==> src/rtl/sync_fifo_core.sv <==
// Single-clock FIFO with a registered fill count, programmable almost-full/almost-empty levels,
// registered overflow/underflow pulses and an optional show-ahead (asynchronous head) read port.
module sync_fifo_core #(
  parameter int unsigned WIDTH     = 16,
  parameter int unsigned ADDR      = 4,
  parameter int unsigned SHOWAHEAD = 0,
  parameter int unsigned AF_LEVEL  = 12,
  parameter int unsigned AE_LEVEL  = 2
) (
  input  logic             clk,
  input  logic             sclr,
  input  logic             wrreq,
  input  logic [WIDTH-1:0] di,
  input  logic             rdreq,
  output logic [WIDTH-1:0] dout,
  output logic             full,
  output logic             empty,
  output logic             almost_full,
  output logic             almost_empty,
  output logic [ADDR:0]    usedw,
  output logic             ovf,
  output logic             unf
);

  localparam int unsigned   DEPTH   = 1 << ADDR;
  localparam logic [ADDR:0] DEPTH_W = (ADDR + 1)'(DEPTH);
  localparam logic [ADDR:0] AF_W    = (ADDR + 1)'(AF_LEVEL);
  localparam logic [ADDR:0] AE_W    = (ADDR + 1)'(AE_LEVEL);

  logic [WIDTH-1:0] mem [DEPTH];
  logic [ADDR-1:0]  wr_ptr_q;
  logic [ADDR-1:0]  rd_ptr_q;
  logic [ADDR:0]    usedw_q;
  logic             ovf_q;
  logic             unf_q;
  logic             wr_acc;
  logic             rd_acc;

  // Flags decode the registered count, so no pass-through at full and no fall-through at empty.
  assign full         = (usedw_q == DEPTH_W);
  assign empty        = (usedw_q == '0);
  assign almost_full  = (usedw_q >= AF_W);
  assign almost_empty = (usedw_q <= AE_W);
  assign usedw        = usedw_q;
  assign ovf          = ovf_q;
  assign unf          = unf_q;

  assign wr_acc = wrreq & ~full;
  assign rd_acc = rdreq & ~empty;

  always_ff @(posedge clk) begin
    if (sclr) begin
      wr_ptr_q <= '0;
      rd_ptr_q <= '0;
      usedw_q  <= '0;
      ovf_q    <= 1'b0;
      unf_q    <= 1'b0;
    end else begin
      if (wr_acc) wr_ptr_q <= wr_ptr_q + 1'b1;
      if (rd_acc) rd_ptr_q <= rd_ptr_q + 1'b1;
      unique case ({wr_acc, rd_acc})
        2'b10:   usedw_q <= usedw_q + 1'b1;
        2'b01:   usedw_q <= usedw_q - 1'b1;
        default: usedw_q <= usedw_q;
      endcase
      ovf_q <= wrreq & full;
      unf_q <= rdreq & empty;
    end
  end

  // Storage is never cleared; sclr only blocks the write in its own cycle.
  always_ff @(posedge clk) begin
    if (wr_acc && !sclr) mem[wr_ptr_q] <= di;
  end

  if (SHOWAHEAD != 0) begin : g_showahead
    assign dout = mem[rd_ptr_q];
  end else begin : g_normal
    logic [WIDTH-1:0] dout_q;
    always_ff @(posedge clk) begin
      if (sclr)        dout_q <= '0;
      else if (rd_acc) dout_q <= mem[rd_ptr_q];
    end
    assign dout = dout_q;
  end

endmodule

==> config.mk <==
export PLATFORM = sky130hd
export DESIGN_NAME = sync_fifo_core
export DESIGN_NICKNAME = d
export VERILOG_FILES = /design/src/rtl/sync_fifo_core.sv
export SDC_FILE = /design/constraint.sdc
export NUM_CORES = 1
export LEC_CHECK = 0
export ABC_CLOCK_PERIOD_IN_PS = 9220
export BUFFER_PORTS_ARGS = -buffer_cell sky130_fd_sc_hd__buf_2
export CORE_MARGIN = 10
export CORE_UTILIZATION = 30
export DETAILED_ROUTE_END_ITERATION = 6
export GPL_ROUTABILITY_DRIVEN = 0
export PLACE_DENSITY = 0.49
export SYNTH_ARGS = -nofsm -noshare
export SYNTH_HDL_FRONTEND = slang
export SYNTH_SLANG_ARGS = --single-unit
==> constraint.sdc <==
create_clock -name clk -period 9.22 [get_ports clk]
set_clock_uncertainty 0.05 [all_clocks]
set_input_delay 0.922 -clock clk [delete_from_list [all_inputs] [get_ports clk]]
set_output_delay 0.922 -clock clk [all_outputs]
set_load 0.005 [all_outputs]
==> metrics.sh, run 1 <==
POSTROUTEANTENNANETS=0
RSZ0062_AT_GRT='false'
HOLD_CRIT_PATH_TYPE='register to register'
SYNTH_FP_NETS=646
FINALHOLDWORSTSLACK_NS=0.445
POSTSYNTHREGISTERBITS=287
NUMBER_OF_BUFFERS_CREATED_BY_CTS=34
SYNTH_CELLS=616
GRT_PASS1_VIAS=5945
VDD_IR_DROP_MAX_mV=0.116
SWSHARE_PCT=26.1
POWER_PER_CELL_AREA_nW_PER_UM2=263
GLOBALROUTETOTALUTIL_PCT=11.1
WORST-SLEW-PIN-TRANSITION_NS=1.18
ROUTE.DETAILED.VIAS_PER_INST=4.86
HOLD_START='dout[5]'
P_SWITCHING_uW=900
CELLLEAKAGEPOWER_nW=4.14
DIE_Y_MICRONS=213
GRT_OVERFLOW_TOTAL=0
CRIT_PATH_TOP_DELAY_CELL='or4_1'
TIMING.CRITICAL_PATH.FROM='usedw[0]'
TIMING.CRITICAL_PATH.SLOWEST_CELL_DELAY_NS=0.72
NUMPORTBUFFERS=46
ASYNC_FLOP_SHARE_PCT=0
WORSTPATHCELLLIST='or4_1, o21ai_4, inv_4, ha_1, fa_1, a21o_1, a21oi_1, mux2i_1, mux2_2'
CTS_NUM_SINKS=287
LAYOUT_CELLS_SIZED_ABOVE_1_PCT=25.0
DOMINANTREGCELLSYNTH='edfxtp_1'
VIAS=5679
HOLD_BUFFERS=0
WORST_SLACK_NS=5.36
CLK_LATENCY_NS=0.50
LAYOUT.AREA.SEQ_SQ_UM=8310
YOSYS-TOP-CELLS-AREA='edfxtp_1, mux4_2, mux2i_1'
YOSYSSEQAREASHARE_PCT=74.2
CRITICAL_PATH_CLASS='register to register'
INTPOWER_mW=2.54
SYNTH_TOP_CELL_AREA_SHARE_PCT=68.7
FP.COREAREA_SQ_UM=36700
DRC=0
GRT_START_MAX_NET_PINS=63
CTS.REPAIR_TIMING.SETUP_BUFFER_COUNT=0
CTS-ROOT-TO-SINK-BUFFERS=3
SYNTH_EDF_COUNT=256
RUN_STATUS='complete, no violations'
SETUP_TNS_NS=0
WORST-R2R-SETUP-SLACK_NS=5.36
FINAL_NET_COUNT=706
MULTIINPUTGATEAREA_SQ_UM=2710
CTS.REPAIR.RESIZED=0
STD_CELL_ROWS=70
INSERTEDDIODECOUNT=0
REPORT.FINAL.SLEW_VIOL_COUNT=0
DP_HPWL_MM=15.9
CRITPATHREQUIREDTIME_NS=9.55
MAX_CAP_VIOL_COUNT=0
SHARE_SEQ_OF_TOTAL_POWER_PCT=44.7
DRT_ITER0_DRC=336
SLEW_HEADROOM_PCT=21.6
CRIT_ARRIVAL_NS=4.19
CLOCK.FMAX_MHz=259
GRT_FIRST_PASS_WIRELENGTH_MM=37.5
REGTOREGSTARTPOINT='usedw[0]'
SYN_TO_FINAL_GROWTH_PCT=16.7
DRT_WL_TOTAL_MM=25.1
POWER.CLOCK.FRACTION_PCT=37.8
FINALCRITICALPERIOD_NS=3.86
PLACED_AREA_SQ_UM=12000
CLK_ROOT_BUFFER_CELL='clkbuf_16'
DESIGN.DIE.AREA_SQ_UM=45400
WORST-PATH-BUF-INV=1
FIN_CRIT_SH_PCT=41.9
FINALSETUPVIOLCOUNT=0
FIRSTDRTPASSITERS=4
SYNTH.YOSYS.WARNINGS=0
COMBPWRFRAC_PCT=17.5
FINAL_CELL_AREA_SQ_UM=13100
SYNTHMOSTINSTANTIATEDCELL='edfxtp_1'
WORST_PATH_DOMINANT_CELL_FAMILY='compound AO/OA/AOI/OAI gates'
CLOCK_TREE_FROM_TRITONCTS='built'
FLOORPLAN.INITIALDENSITY_PCT=30.5
GRT_ANTENNA_BEFORE_REPAIR=0
SYNTH.AVG_CELL_AREA_SQ_UM=18.2
WL_PER_CELL_MICRONS=21.5
SYNTH_AREA_LEADER='edfxtp_1'
FINAL.FILL_COUNT=3395
CTS.HTREE.LEVELS=2
NETLIST_TOP_CELLS_COUNT='edfxtp_1, mux2i_1, nor2_1'
DIE_W_MICRONS=213
CRIT_PATH_START_KIND='register'
TOP_LEVEL_PORTS=47
DP_SLACK_NS=5.35
CRIT_PATH_END_KIND='register'
NETLIST_AREA_SQ_UM=11200
WORST_SETUP_HOLD_PATH_CLK_SLEW_NS=0.06
YS_TYPES=40
FINALHOLDVIOLCOUNT=0
TIMING.CRITICAL_PATH.FANOUT_MAX=19
## state kept, by name, summed over array words and instances (netlist names)
name,cells
rd_ptr_q,4
usedw,5
wr_ptr_q,4
unf,1
mem,256
dout,16
ovf,1
## layer usage
| layer | share of wire, % | vias up | track usage [%] |
|---|---|---|---|
| met5 | 0 | - | 0 |
| met1 | 46 | 2925 | 15.1 |
| li1 | - | 2590 | - |
| met4 | 2.0 | 0 | 3.28 |
| met3 | 4.6 | 40 | 1.94 |
| met2 | 47 | 124 | 17.8 |
## stage by stage
stage | utilization [%] | power (mW) | std cells
floorplan | - | 1.98 | 616
global placement | 32.6 | 2.17 | 1108
detailed placement | 32.6 | 2.18 | 1108
CTS | 35.6 | 3.49 | 1169
global route | 35.6 | 3.60 | 1169
finish | 35.6 | 3.44 | 1169
## layout by cell type (no fill, tap or decap), types with 2 or more instances in the layout
| cell type | count |
|---|---|
| nor4_2 | 9 |
| nor4_1 | 9 |
| nor2_2 | 6 |
| inv_1 | 5 |
| nand3b_1 | 2 |
| a21oi_1 | 4 |
| nand2b_1 | 2 |
| mux4_2 | 32 |
| o22ai_1 | 32 |
| bufinv_16 | 4 |
| edfxtp_1 | 256 |
| ha_1 | 9 |
| xor2_1 | 5 |
| dfxtp_1 | 29 |
| a211oi_1 | 2 |
| clkbuf_1 | 7 |
| a22o_1 | 16 |
| xnor2_1 | 4 |
| nor2b_1 | 3 |
| clkbuf_16 | 35 |
| nor2_1 | 38 |
| mux2i_1 | 67 |
| nand2_1 | 9 |
| nor3_1 | 7 |
| a21o_1 | 2 |
| buf_2 | 46 |
| clkinv_1 | 6 |
| o211ai_1 | 3 |
| nand3_1 | 2 |
| clkinv_2 | 7 |
| buf_4 | 14 |
| nor3_2 | 13 |
## tightest hold or removal path, delay by kind of cell, from the launching register on
family        cells  cell delay, ns
flops             1            0.31
simple gates      2            0.14
## layout make-up
type | instances | area share, %
clock buffer | 42 | 6.90
tap | 468 | 4.48
timing repair buffer | 60 | 2.57
multi-input combinational | 287 | 20.7
clock inverter | 19 | 1.48
sequential | 287 | 63.6
inverter | 6 | 0.192
## power by group through the flow
stage          clock network [mW]  registers, mW  logic (mW)
6_report                     1.30           1.54       0.602
3_5_place_dp                    0           1.57       0.611
5_1_grt                      1.39           1.55       0.664
2_1_floorplan                   0           1.55       0.432
4_1_cts                      1.34           1.54       0.613
3_3_place_gp                    0           1.57       0.605
## cell families after synthesis
logic type | share of synthesized area [%]
xor+xnor | 0.704
compound gates | 4.06
simple gates | 5.42
flops | 74.2
mux | 12.5
fa+ha+maj | 1.18
buf+inv | 1.89
## path summary, 6_finish.rpt
kind,depth (start not counted),end
max,9,usedw[4]
min,2,dout[5]
max reg2reg,9,usedw[4]
min reg2reg,2,dout[5]
(Power assumes the default switching activity.)
==> inputs of run 2 (changes only) <==
- ABC_CLOCK_PERIOD_IN_PS: 9220 -> 3400
- PLACE_DENSITY: 0.49 -> 0.5
- clock period: 9.22 -> 3.4 ns (I/O delays scaled with it)
==> metrics.sh, run 2 (synthesis results as in run 1) <==
HOLD_BUFFERS=0
NUMBER_OF_BUFFERS_CREATED_BY_CTS=29
LAYOUT_CELLS_SIZED_ABOVE_1_PCT=26.9
TOP_LEVEL_PORTS=47
DRT_ITER0_DRC=482
CTS.HTREE.LEVELS=1
FINAL_COMMON_CELL='edfxtp_1'
POSTROUTEANTENNANETS=0
GRT_ANTENNA_BEFORE_REPAIR=0
CLK_LATENCY_NS=0.53
DIE_Y_MICRONS=213
HOLD_CRIT_PATH_TYPE='input pin to register'
FIN_CRIT_SH_PCT=92.5
CLOCK.FMAX_MHz=318
MULTIINPUTGATEAREA_SQ_UM=2710
CTS.REPAIR_TIMING.SETUP_BUFFER_COUNT=0
CTS.REPAIR.RESIZED=0
GRT_FIRST_PASS_WIRELENGTH_MM=39.2
POWER_PER_CELL_AREA_nW_PER_UM2=694
NUMPORTBUFFERS=46
CLK_ROOT_BUFFER_CELL='clkbuf_16'
FIRSTDRTPASSITERS=4
SYN_TO_FINAL_GROWTH_PCT=17.2
FINAL.FILL_COUNT=3408
MAX_CAP_VIOL_COUNT=0
FLOORPLAN.INITIALDENSITY_PCT=30.5
REPORT.FINAL.SLEW_VIOL_COUNT=0
WORST_SETUP_HOLD_PATH_CLK_SLEW_NS=0.06
LAYOUT.AREA.SEQ_SQ_UM=8310
LARGEST_REGISTER_FF_COUNT=256
LAYOUT.CELLS.NON_FILLER=1183
STD_CELL_ROWS=70
GRT_OVERFLOW_TOTAL=0
FINAL_NET_COUNT=724
CTS-ROOT-TO-SINK-BUFFERS=3
MET3WIRELENGTH_MM=1.44
PLACEDCELLCOUNT=1131
VDD_IR_DROP_MAX_mV=0.310
CRITPATHREQUIREDTIME_NS=3.77
DESIGN.DIE.AREA_SQ_UM=45400
SETUP_TNS_NS=0
WORST-SLEW-PIN-TRANSITION_NS=0.922
FINALHOLDVIOLCOUNT=0
CRITICAL_PATH_CLASS='register to register'
DRC=0
DIE_W_MICRONS=213
FINALSETUPVIOLCOUNT=0
CELLLEAKAGEPOWER_nW=4.19
CRIT_PATH_END_KIND='register'
FINALCRITICALPERIOD_NS=3.14
CLOCK_TREE_FROM_TRITONCTS='built'
CRIT_PATH_START_KIND='register'
RSZ0062_AT_GRT='false'
FINALHOLDWORSTSLACK_NS=0.0877
CRIT_ARRIVAL_NS=3.52
FP.COREAREA_SQ_UM=36700
ROUTE.DETAILED.VIAS_PER_INST=4.90
LEADING_CELL_TYPES_IN_THE_LAYOUT_FILL_AND_TAPS_EXCLUDED='edfxtp_1, mux2i_1, buf_2'
GRT_PASS1_VIAS=5920
REG_WITH_MOST_FFS='mem'
WL_PER_CELL_MICRONS=22.0
DESIGN_POWER_TOTAL_mW=9.10
SLEW_HEADROOM_PCT=38.3
TIMING.CRITICAL_PATH.FANOUT_MAX=19
GLOBALROUTETOTALUTIL_PCT=11.5
GRT_START_MAX_NET_PINS=34
DP_HPWL_MM=16.5
VIAS=5796
WL_MET2_MM=12.6
CTS_NUM_SINKS=287
RUN_STATUS='complete, no violations'
DR.MAX_LAYER_USED='met4'
DRT_WL_TOTAL_MM=26.0
WIRELENGTH_MET1_MM=11.3
run 2: metrics by stage:
| step | setup WS, ns | util, % | area (sq um) |
|---|---|---|---|
| after detailed placement | 0.160 | 33.1 | 12200 |
| after CTS | 0.139 | 35.7 | 13100 |
| after global placement | 0.221 | 33.1 | 12200 |
| after global routing | 0.0968 | 35.7 | 13100 |
| final | 0.256 | 35.7 | 13100 |
| after floorplan | 0.186 | - | 11200 |
run 2: path summary, 6_finish.rpt:
| check | from | to | slack (ns) | depth (start not counted) |
|---|---|---|---|---|
| worst max-delay path | usedw[1] | usedw[4] | 0.26 | 9 |
| worst min-delay path | rdreq | unf | 0.09 | 2 |
| worst max register to register | usedw[1] | usedw[4] | 0.26 | 9 |
| worst min register to register | dout[7] | dout[7] | 0.45 | 2 |
run 2: cell type report:
class / instances / area share [%]
Sequential cell: 287 / 63.4
Multi-Input combinational cell: 287 / 20.7
Clock buffer: 31 / 5.59
Tap cell: 468 / 4.46
Inverter: 6 / 0.191
Timing Repair Buffer: 83 / 3.97
Antenna cell: 1 / 0.0191
Clock inverter: 20 / 1.69
run 2: layer usage:
layer | vias up | global-route usage (%)
met2 | 161 | 19.3
met1 | 2963 | 15.0
li1 | 2623 | -
met5 | - | 0
met4 | 0 | 3.13
met3 | 49 | 1.85
run 2: power by group:
group	switching, mW	leakage [nW]	internal (mW)
clock network	1.25	0.463	1.92
registers	0.196	2.56	4.02
logic	0.960	1.17	0.741
run 2: critical path: stages (launching register included):
cell and delay, ns:
dfxtp_1 0.39, or4_4 0.61, o21ai_4 0.19, inv_4 0.12
ha_1 0.29, fa_1 0.45, a21o_1 0.20, a21oi_1 0.17
mux2i_1 0.21, mux2_2 0.34
==> inputs of run 3 (changes only) <==
- REMOVE_ABC_BUFFERS: unset -> 1
==> metrics.sh, run 3 (synthesis results as in run 1) <==
REPORT.FINAL.SLEW_VIOL_COUNT=0
PLACEDCELLCOUNT=1126
DRT_ITER0_DRC=404
VDD_IR_DROP_MAX_mV=0.384
CRIT_ARRIVAL_NS=3.54
RSZ0062_AT_GRT='false'
NUMBER_OF_BUFFERS_CREATED_BY_CTS=30
WL_PER_CELL_MICRONS=22.7
TIMING.CRITICAL_PATH.FANOUT_MAX=8
FINALCRITICALPERIOD_NS=3.16
SYN_TO_FINAL_GROWTH_PCT=17.6
CTS.HTREE.LEVELS=1
CLK_ROOT_BUFFER_CELL='clkbuf_16'
CRIT_PATH_START_KIND='register'
SLEW_HEADROOM_PCT=56.5
DRC=0
CTS_NUM_SINKS=287
HOLD_BUFFERS=0
GRT_FIRST_PASS_WIRELENGTH_MM=39.8
HOLD_CRIT_PATH_TYPE='input pin to register'
MAX_CAP_VIOL_COUNT=0
DP_HPWL_MM=15.7
INSERTEDDIODECOUNT=0
RUN_STATUS='complete, no violations'
DESIGN.DIE.AREA_SQ_UM=45400
DESIGN_POWER_TOTAL_mW=9.27
SETUP_TNS_NS=0
FINAL_COMMON_CELL='edfxtp_1'
CRITICAL_PATH_CLASS='register to register'
REG_WITH_MOST_FFS='mem'
CRIT_PATH_END_KIND='register'
UTILIZATION_PCT=35.9
FIN_CRIT_SH_PCT=93.0
LAYOUT.CELLS.NON_FILLER=1182
CTS-ROOT-TO-SINK-BUFFERS=3
GLOBALROUTETOTALUTIL_PCT=11.8
LEADING_CELL_TYPES_IN_THE_LAYOUT_FILL_AND_TAPS_EXCLUDED='edfxtp_1, mux2i_1, buf_2'
FINALSETUPVIOLCOUNT=0
NUMPORTBUFFERS=46
CLOCK.FMAX_MHz=316
DRT_WL_TOTAL_MM=26.8
FP.COREAREA_SQ_UM=36700
FINAL_NET_COUNT=720
ROUTE.DETAILED.VIAS_PER_INST=4.88
GRT_ANTENNA_BEFORE_REPAIR=1
GRT_PASS1_VIAS=6054
GRT_START_MAX_NET_PINS=59
PLACED_AREA_SQ_UM=12100
FINALHOLDVIOLCOUNT=0
CELLLEAKAGEPOWER_nW=4.21
CLOCK_TREE_FROM_TRITONCTS='built'
STD_CELL_ROWS=70
CLK_LATENCY_NS=0.54
LARGEST_REGISTER_FF_COUNT=256
CTS.REPAIR_TIMING.SETUP_BUFFER_COUNT=0
POSTROUTEANTENNANETS=0
DIE_W_MICRONS=213
VIAS=5768
DIE_Y_MICRONS=213
GRT_OVERFLOW_TOTAL=0
WORST-SLEW-PIN-TRANSITION_NS=0.649
WORST_SETUP_HOLD_PATH_CLK_SLEW_NS=0.06
TOP_LEVEL_PORTS=47
CTS.REPAIR.RESIZED=0
POWER_PER_CELL_AREA_nW_PER_UM2=705
CRITPATHREQUIREDTIME_NS=3.78
FLOORPLAN.INITIALDENSITY_PCT=30.5
FINAL_CELL_AREA_SQ_UM=13200
LAYOUT_CELLS_SIZED_ABOVE_1_PCT=27.7
FIRSTDRTPASSITERS=4
-- run 3: metal layers --
layer	vias to the layer above	part of all wire [%]	global-route usage [%]	wire length, microns
li1	2617	-	-	-
met1	2976	45	15.9	12000
met2	142	47	19.0	12500
met3	31	7.2	2.71	1940
met4	2	1.3	2.59	361
met5	-	0.074	0	20
-- run 3: per-stage QoR --
step | setup WS, ns | hold WS, ns
2_1_floorplan | -0.830 | 0.352
3_3_place_gp | 0.330 | 0.431
3_5_place_dp | 0.242 | 0.430
4_1_cts | 0.225 | 0.0709
5_1_grt | 0.0617 | 0.0985
6_report | 0.239 | 0.104
-- run 3: worst max-delay path: stages, from the launching register on --
cell and delay, ns:
dfxtp_1 0.39, or4_1 0.71, o21ai_4 0.24, inv_4 0.04, ha_1 0.27, fa_1 0.44, a21o_1 0.19, a21oi_1 0.17
mux2i_1 0.21, mux2_2 0.34
-- run 3: area by class of cell --
| cell class | count | area, sq um |
|---|---|---|
| fill | 3396 | 23500 |
| inverter | 6 | 25.0 |
| timing repair buffer | 78 | 483 |
| multi-input combinational | 287 | 2730 |
| clock buffer | 36 | 795 |
| sequential | 287 | 8310 |
| clock inverter | 20 | 234 |
| tap | 468 | 586 |
-- run 3: path summary, 6_finish.rpt --
path            start       end  slack (ns)  depth (start not counted)
max          usedw[1]  usedw[4]        0.24                          9
min             wrreq       ovf        0.10                          3
max reg2reg  usedw[1]  usedw[4]        0.24                          9
min reg2reg  dout[15]  dout[15]        0.44                          2
-- run 3: where the power goes --
group | total (mW) | internal (mW) | switching, mW
combinational | 1.76 | 0.723 | 1.03
clock | 3.37 | 2.04 | 1.32
sequential | 4.15 | 4.02 | 0.125
total | 9.27 | 6.79 | 2.48
